$ cat src/rtl/conv_pkg.sv
// Shared types and helpers for the convolution input-buffer controller.
//   ibuf_ctrl_state_t : controller FSM state encoding
//   win_count()       : number of stride-1, unpadded KxK windows in an img x img image
package conv_pkg;

   typedef enum logic [0:0] {
      LOAD   = 1'b0,
      STREAM = 1'b1
   } ibuf_ctrl_state_t;

   function automatic int win_count(input int img, input int k);
      return (img - k + 1) * (img - k + 1);
   endfunction

endpackage

$ cat src/rtl/conv_pos_counter.sv
// Raster position tracker for the input pixel stream.
//   clk, rst     : clock, synchronous active-high reset
//   fire         : a pixel is accepted this cycle
//   window_done  : this fire completes a KxK window (pre-increment position test)
//   img_end      : current position is the last pixel of the image
module conv_pos_counter
   import conv_pkg::*;
#(
   parameter int IMG_DIM    = 28,
   parameter int KERNEL_DIM = 3,
   parameter int POS_WIDTH  = (IMG_DIM <= 1) ? 1 : $clog2(IMG_DIM)
) (
   input  logic clk,
   input  logic rst,
   input  logic fire,
   output logic window_done,
   output logic img_end
);

   localparam logic [POS_WIDTH-1:0] LAST_POS = POS_WIDTH'(IMG_DIM - 1);
   localparam logic [POS_WIDTH-1:0] EDGE_POS = POS_WIDTH'(KERNEL_DIM - 1);

   logic [POS_WIDTH-1:0] row;
   logic [POS_WIDTH-1:0] col;

   assign img_end     = (row == LAST_POS) && (col == LAST_POS);
   assign window_done = fire && (row >= EDGE_POS) && (col >= EDGE_POS);

   always_ff @(posedge clk) begin
      if (rst) begin
         row <= '0;
         col <= '0;
      end else if (fire) begin
         if (col == LAST_POS) begin
            col <= '0;
            row <= (row == LAST_POS) ? '0 : row + 1'b1;
         end else begin
            col <= col + 1'b1;
         end
      end
   end

endmodule

$ cat src/rtl/conv_ibuf_ctrl.sv
// Sequencer for the convolution input buffer feeding the CIM tiles.
// Accepts raster-order pixels (all channels in parallel), drives the buffer
// shift enables, and for every complete KxK window walks the bit-plane index
// (outer) and slice address (inner) through a valid/ready handshake.
//   clk, rst        : clock, synchronous active-high reset
//   i_valid/o_ready : upstream pixel handshake
//   o_write_enable  : per-channel buffer shift enable (same cycle as accept)
//   o_count         : bit-plane select
//   o_ibuf_addr     : slice select
//   o_out_valid/i_out_ready : tile-side slice handshake
//   o_window_last   : current beat is the last of its window
//   o_img_done      : one-cycle pulse after the image's last window completes
//
// state  | meaning
// LOAD   | accepting pixels, buffer shifting, no slice presented
// STREAM | buffer frozen, presenting window slices to the tiles
module conv_ibuf_ctrl
   import conv_pkg::*;
#(
   parameter int DATA_SIZE      = 8,
   parameter int IMG_DIM        = 28,
   parameter int KERNEL_DIM     = 3,
   parameter int INPUT_CHANNELS = 2,
   parameter int NUM_ADDR       = 1,
   parameter int COUNT_WIDTH    = (DATA_SIZE == 1) ? 1 : $clog2(DATA_SIZE),
   parameter int ADDR_WIDTH     = (NUM_ADDR <= 1) ? 1 : $clog2(NUM_ADDR),
   parameter int POS_WIDTH      = (IMG_DIM <= 1) ? 1 : $clog2(IMG_DIM)
) (
   input  logic                      clk,
   input  logic                      rst,
   input  logic                      i_valid,
   output logic                      o_ready,
   output logic [INPUT_CHANNELS-1:0] o_write_enable,
   output logic [COUNT_WIDTH-1:0]    o_count,
   output logic [ADDR_WIDTH-1:0]     o_ibuf_addr,
   output logic                      o_out_valid,
   input  logic                      i_out_ready,
   output logic                      o_window_last,
   output logic                      o_img_done
);

   generate
      if (KERNEL_DIM > IMG_DIM) begin : g_bad_kernel
         $error("conv_ibuf_ctrl: KERNEL_DIM must not exceed IMG_DIM");
      end
      if (NUM_ADDR < 1) begin : g_bad_num_addr
         $error("conv_ibuf_ctrl: NUM_ADDR must be at least 1");
      end
   endgenerate

   localparam logic [COUNT_WIDTH-1:0] LAST_COUNT = COUNT_WIDTH'(DATA_SIZE - 1);
   localparam logic [ADDR_WIDTH-1:0]  LAST_ADDR  = ADDR_WIDTH'(NUM_ADDR - 1);

   ibuf_ctrl_state_t state;
   ibuf_ctrl_state_t state_nxt;

   logic fire;
   logic beat;
   logic last_slice;
   logic window_done;
   logic img_end;
   logic win_at_end;

   conv_pos_counter #(
      .IMG_DIM    (IMG_DIM),
      .KERNEL_DIM (KERNEL_DIM),
      .POS_WIDTH  (POS_WIDTH)
   ) u_pos (
      .clk         (clk),
      .rst         (rst),
      .fire        (fire),
      .window_done (window_done),
      .img_end     (img_end)
   );

   assign fire           = i_valid & o_ready;
   assign o_write_enable = {INPUT_CHANNELS{fire}};
   assign beat           = o_out_valid & i_out_ready;
   assign last_slice     = (o_count == LAST_COUNT) && (o_ibuf_addr == LAST_ADDR);
   assign o_window_last  = o_out_valid & last_slice;

   always_ff @(posedge clk) begin
      if (rst) state <= LOAD;
      else     state <= state_nxt;
   end

   always_comb begin
      state_nxt = state;
      case (state)
         LOAD:    if (window_done)        state_nxt = STREAM;
         STREAM:  if (beat && last_slice) state_nxt = LOAD;
         default:                         state_nxt = LOAD;
      endcase
   end

   // o_ready is gated by rst so no pixel is taken while the controller resets.
   always_comb begin
      o_ready     = 1'b0;
      o_out_valid = 1'b0;
      case (state)
         LOAD:    o_ready     = ~rst;
         STREAM:  o_out_valid = 1'b1;
         default: ;
      endcase
   end

   always_ff @(posedge clk) begin
      if (rst) begin
         o_count     <= '0;
         o_ibuf_addr <= '0;
      end else if (beat) begin
         if (o_ibuf_addr == LAST_ADDR) begin
            o_ibuf_addr <= '0;
            o_count     <= (o_count == LAST_COUNT) ? '0 : o_count + 1'b1;
         end else begin
            o_ibuf_addr <= o_ibuf_addr + 1'b1;
         end
      end
   end

   // row/col have already wrapped by the time the window streams out, so the
   // end-of-image condition is captured at the completing fire.
   always_ff @(posedge clk) begin
      if (rst) begin
         win_at_end <= 1'b0;
         o_img_done <= 1'b0;
      end else begin
         if (window_done) win_at_end <= img_end;
         o_img_done <= beat & last_slice & win_at_end;
      end
   end

endmodule

$ cat config.mk
export PLATFORM = sky130hd
export DESIGN_NAME = conv_ibuf_ctrl
export DESIGN_NICKNAME = d
export VERILOG_FILES = /design/src/rtl/conv_pkg.sv /design/src/rtl/conv_pos_counter.sv /design/src/rtl/conv_ibuf_ctrl.sv
export SDC_FILE = /design/constraint.sdc
export NUM_CORES = 1
export LEC_CHECK = 0
export ABC_AREA = 1
export BUFFER_PORTS_ARGS = -buffer_cell sky130_fd_sc_hd__buf_2
export CORE_MARGIN = 5
export CORE_UTILIZATION = 45
export DETAILED_ROUTE_END_ITERATION = 8
export HOLD_SLACK_MARGIN = 0.06
export PLACE_DENSITY_LB_ADDON = 0.12
export SKIP_LAST_GASP = 1
export SYNTH_ARGS = -nofsm -noshare
export SYNTH_HDL_FRONTEND = slang
export SYNTH_SLANG_ARGS = --single-unit
$ cat constraint.sdc
create_clock -name clk -period 2.9 [get_ports clk]
set_input_delay 0.725 -clock clk [delete_from_list [all_inputs] [get_ports clk]]
set_output_delay 0.725 -clock clk [all_outputs]
set_load 0.02 [all_outputs]
==> out/qor_table.md <==
| Quantity | Reported | Unit |
| --- | --- | --- |
| Run status | completed | - |
| Post-CTS sizing | 0 | - |
| CP Capture Type | output port | - |
| Final Net Count | 147 | - |
| Worst vdd ir | 0.301 | mV |
| Total power | 0.000409 | W |
| Dominant cells by area after synthesis | sky130_fd_sc_hd__dfxtp_1 (34%), sky130_fd_sc_hd__nand2_1 (9.9%), sky130_fd_sc_hd__ha_1 (7.9%) | - |
| Leak | 0.471 | nW |
| Layout area overhead | 10.9 | % |
| Via count | 777 | - |
| Total track usage | 11.9 | % |
| Fin util | 52.8 | % |
| Global-route wire length before repair | 3020 | um |
| CP Data Required Time | 2.17 | ns |
| Post-synthesis sequential area ratio | 33.9 | % |
| Peak clock frequency supported by timing | 0.478 | GHz |
| Top cell type's share of synthesized area | 33.9 | % |
| Final routed wirelength across all metal layers | 1720 | um |
| Clock Tree Buf Depth | 2 | - |
| Post-CTS Hold Buffers | 0 | - |
| Max-cap violations | 0 | - |
| DR top layer | met4 | - |
| Area of the placeable core | 0.00198 | mm2 |
| Clk sink count | 16 | - |
| Critical path class | in -> out | - |
| Netlist Area Pre-Place | 945 | um2 |
| Average routed wire per standard cell | 10.5 | um |
| Total grt overflow | 0 | - |
| Area leader, netlist | sky130_fd_sc_hd__dfxtp_1 | - |
| Floorplan die area | 0.00312 | mm2 |
| WL met1 | 815 | um |
| Met3 wirelength from detailed routing | 43 | um |
| Worst EP arrival | 1.37 | ns |
| Number of endpoints with negative hold slack in the final report | 0 | - |
| Register bit total from synthesis | 16 | - |
| Count of endpoints failing setup in the final report | 0 | - |
| Post-route DRC violation count | 0 | - |
| CP Max Fanout | 10 | - |
| Final GP Congestion | 0.802 | - |
| Element type at the critical path start | input port | - |
| Starting density of the core | 47.7 | % |
| TNS Setup | 0 | ns |
| Register-to-register setup slack | 1.45 | ns |
| Count of pins on the block boundary | 14 | - |
| Clock latency on the worst-skew pair | 0.30 | ns |
| Period utilization | 72.1 | % |
| Gate count after technology mapping | 124 | - |
| Number of placement rows | 16 | - |
| Initial DRC count | 7 | - |
| Yosys warning count | 0 | - |
| Number of antenna violations at the first check in global routing | 0 | - |
| Syn nets | 134 | - |
| Pin count of the biggest net entering global routing | 11 | - |
| Die width | 55.8 | um |
| Syn avg cell area | 7.62 | um2 |
| Crit path launch | rst | - |
| H-Tree Depth | 1 | - |
| Capture instance of the worst register-to-register path | u_pos.row[1] | - |
| Depth of the most critical reg-to-reg path | 6 | - |
| Iteration count of the initial detailed-routing pass | 4 | - |
| Post-detailed-route count of antenna-violating nets | 0 | - |
| Total power per unit cell area | 390 | mW/mm2 |
| Port buffer count | 12 | - |
| Half-perimeter wire length after detailed placement | 1360 | um |
| Startpoint of the worst register-to-register path | u_pos.col[1] | - |
| DIE HEIGHT | 55.8 | um |
| Unrepaired setup endpoints after global routing | false | - |
| Post-CTS setup repair buffer count | 0 | - |
| Final critical-path required period | 2.09 | ns |
| Termination of the worst setup path | o_write_enable[1] | - |
| Routed length on met2 | 825 | um |
| Num CTS Buffers | 3 | - |
| Routed via count divided by cell count | 4.77 | - |
| Post-Route Skew | 0.00675 | ns |
| Clock-pin slew on the worst setup and hold paths | 0.10 | ns |
| Number of distinct library cells after synthesis | 25 | - |
| Share of layout cells above drive strength 1 | 21.3 | % |
| Count of final max-slew check failures | 0 | - |
| Root buffer cell | sky130_fd_sc_hd__clkbuf_4 | - |
| Antenna fix cells | 0 | - |
| Classification of the worst-slack hold path | reg -> reg | - |
| Number of global-route vias before repair | 746 | - |
| CTS tree | done | - |
[cell type report]
class	count	area (um2)
clock buffer	4	36.3
fill	191	935
inverter	14	60.1
multi-input combinational	90	537
sequential	16	320
tap	27	33.8
timing repair buffer	12	60.1
[synthesized netlist by cell type]
| library cell | number |
|---|---|
| sky130_fd_sc_hd__buf_4 | 3 |
| sky130_fd_sc_hd__o21ai_1 | 2 |
| sky130_fd_sc_hd__a21oi_1 | 7 |
| sky130_fd_sc_hd__nor3b_2 | 1 |
| sky130_fd_sc_hd__conb_1 | 1 |
| sky130_fd_sc_hd__nor2_1 | 18 |
| sky130_fd_sc_hd__xor2_1 | 2 |
| sky130_fd_sc_hd__nor2_4 | 3 |
| sky130_fd_sc_hd__inv_1 | 12 |
| sky130_fd_sc_hd__nor3_1 | 1 |
| sky130_fd_sc_hd__nand4_1 | 2 |
| sky130_fd_sc_hd__buf_2 | 1 |
| sky130_fd_sc_hd__nor2_2 | 1 |
| sky130_fd_sc_hd__o21ai_0 | 3 |
| sky130_fd_sc_hd__nand2_8 | 1 |
| sky130_fd_sc_hd__o21ai_4 | 1 |
| sky130_fd_sc_hd__nand4_2 | 1 |
| sky130_fd_sc_hd__nand2_1 | 25 |
| sky130_fd_sc_hd__nand2_4 | 2 |
| sky130_fd_sc_hd__nand3_4 | 1 |
| sky130_fd_sc_hd__dfxtp_1 | 16 |
| sky130_fd_sc_hd__inv_2 | 1 |
| sky130_fd_sc_hd__inv_8 | 1 |
| sky130_fd_sc_hd__ha_1 | 6 |
| sky130_fd_sc_hd__nand3_1 | 12 |
[registers in the layout, summed over array words and instances, names as in the netlist]
signal and flops:
u_pos.col 5, win_at_end 1, u_pos.row 5, o_count 3, o_img_done 1, state 1
[metrics by stage]
| stage | hold slack [ns] | cell area (um2) | std cells | setup WS (ns) |
|---|---|---|---|---|
| after floorplan | 0.422 | 945 | 124 | 0.911 |
| after global placement | 0.437 | 1010 | 159 | 0.813 |
| after detailed placement | 0.447 | 1010 | 159 | 0.801 |
| after CTS | 0.464 | 1050 | 163 | 0.802 |
| after global routing | 0.498 | 1050 | 163 | 0.760 |
| final | 0.459 | 1050 | 163 | 0.809 |
[placed cells by master, fill, tap and decap left out]
cell type,instances
sky130_fd_sc_hd__ha_1,6
sky130_fd_sc_hd__conb_1,1
sky130_fd_sc_hd__o21ai_0,3
sky130_fd_sc_hd__nand2_4,2
sky130_fd_sc_hd__inv_2,1
sky130_fd_sc_hd__clkbuf_8,1
sky130_fd_sc_hd__nor2_4,3
sky130_fd_sc_hd__a21oi_1,7
sky130_fd_sc_hd__nand2_8,1
sky130_fd_sc_hd__nand3_1,12
sky130_fd_sc_hd__inv_1,12
sky130_fd_sc_hd__o21ai_4,1
sky130_fd_sc_hd__nand3_4,1
sky130_fd_sc_hd__dfxtp_1,16
sky130_fd_sc_hd__clkbuf_4,3
sky130_fd_sc_hd__nand2_1,25
sky130_fd_sc_hd__nand4_1,2
sky130_fd_sc_hd__nor3_1,1
sky130_fd_sc_hd__inv_8,1
sky130_fd_sc_hd__nand4_2,1
sky130_fd_sc_hd__nor2_2,1
sky130_fd_sc_hd__buf_2,12
sky130_fd_sc_hd__nor3b_2,1
sky130_fd_sc_hd__nor2_1,18
sky130_fd_sc_hd__xor2_1,2
sky130_fd_sc_hd__o21ai_1,2
[metal layers]
layer | track usage [%] | vias up
met5 | 0 | -
met4 | 5.08 | 0
met3 | 2.09 | 2
met2 | 21.8 | 7
met1 | 13.2 | 348
li1 | - | 420
[worst min path at each step]
| stage | start | to | slack, ns | cells past startpoint |
|---|---|---|---|---|
| after global placement | win_at_end | o_img_done | 0.44 | 2 |
| after CTS | win_at_end | o_img_done | 0.46 | 2 |
| after floorplan | win_at_end | o_img_done | 0.42 | 2 |
| after detailed placement | win_at_end | o_img_done | 0.45 | 2 |
| after global routing | win_at_end | o_img_done | 0.50 | 2 |
| final | win_at_end | o_img_done | 0.46 | 2 |
[cells by family (layout without fill, tap and decap cells)]
logic type / after synthesis / count (layout) / share of synthesized area (%)
simple gates: 68 / 68 / 38.5
buf+inv: 18 / 30 / 9.27
flops: 16 / 16 / 33.9
compound gates: 13 / 13 / 8.08
fa+ha+maj: 6 / 6 / 7.95
xor+xnor: 2 / 2 / 1.85
other cells: 1 / 1 / 0.397
[report_power, final]
group          internal (W)  switching (W)  total (W)  leakage, nW
combinational    0.00000976      0.0000224  0.0000322        0.320
clock             0.0000766      0.0000759   0.000153       0.0210
sequential         0.000222     0.00000245   0.000224        0.129
total              0.000308       0.000101   0.000409        0.471
[worst max-delay path: stages]
cell and delay (ns):
sky130_fd_sc_hd__buf_2 0.14, sky130_fd_sc_hd__nor2_4 0.11, sky130_fd_sc_hd__nand2_4 0.10, sky130_fd_sc_hd__inv_8 0.11
sky130_fd_sc_hd__buf_2 0.17
Power figures use the tool's default switching activity.
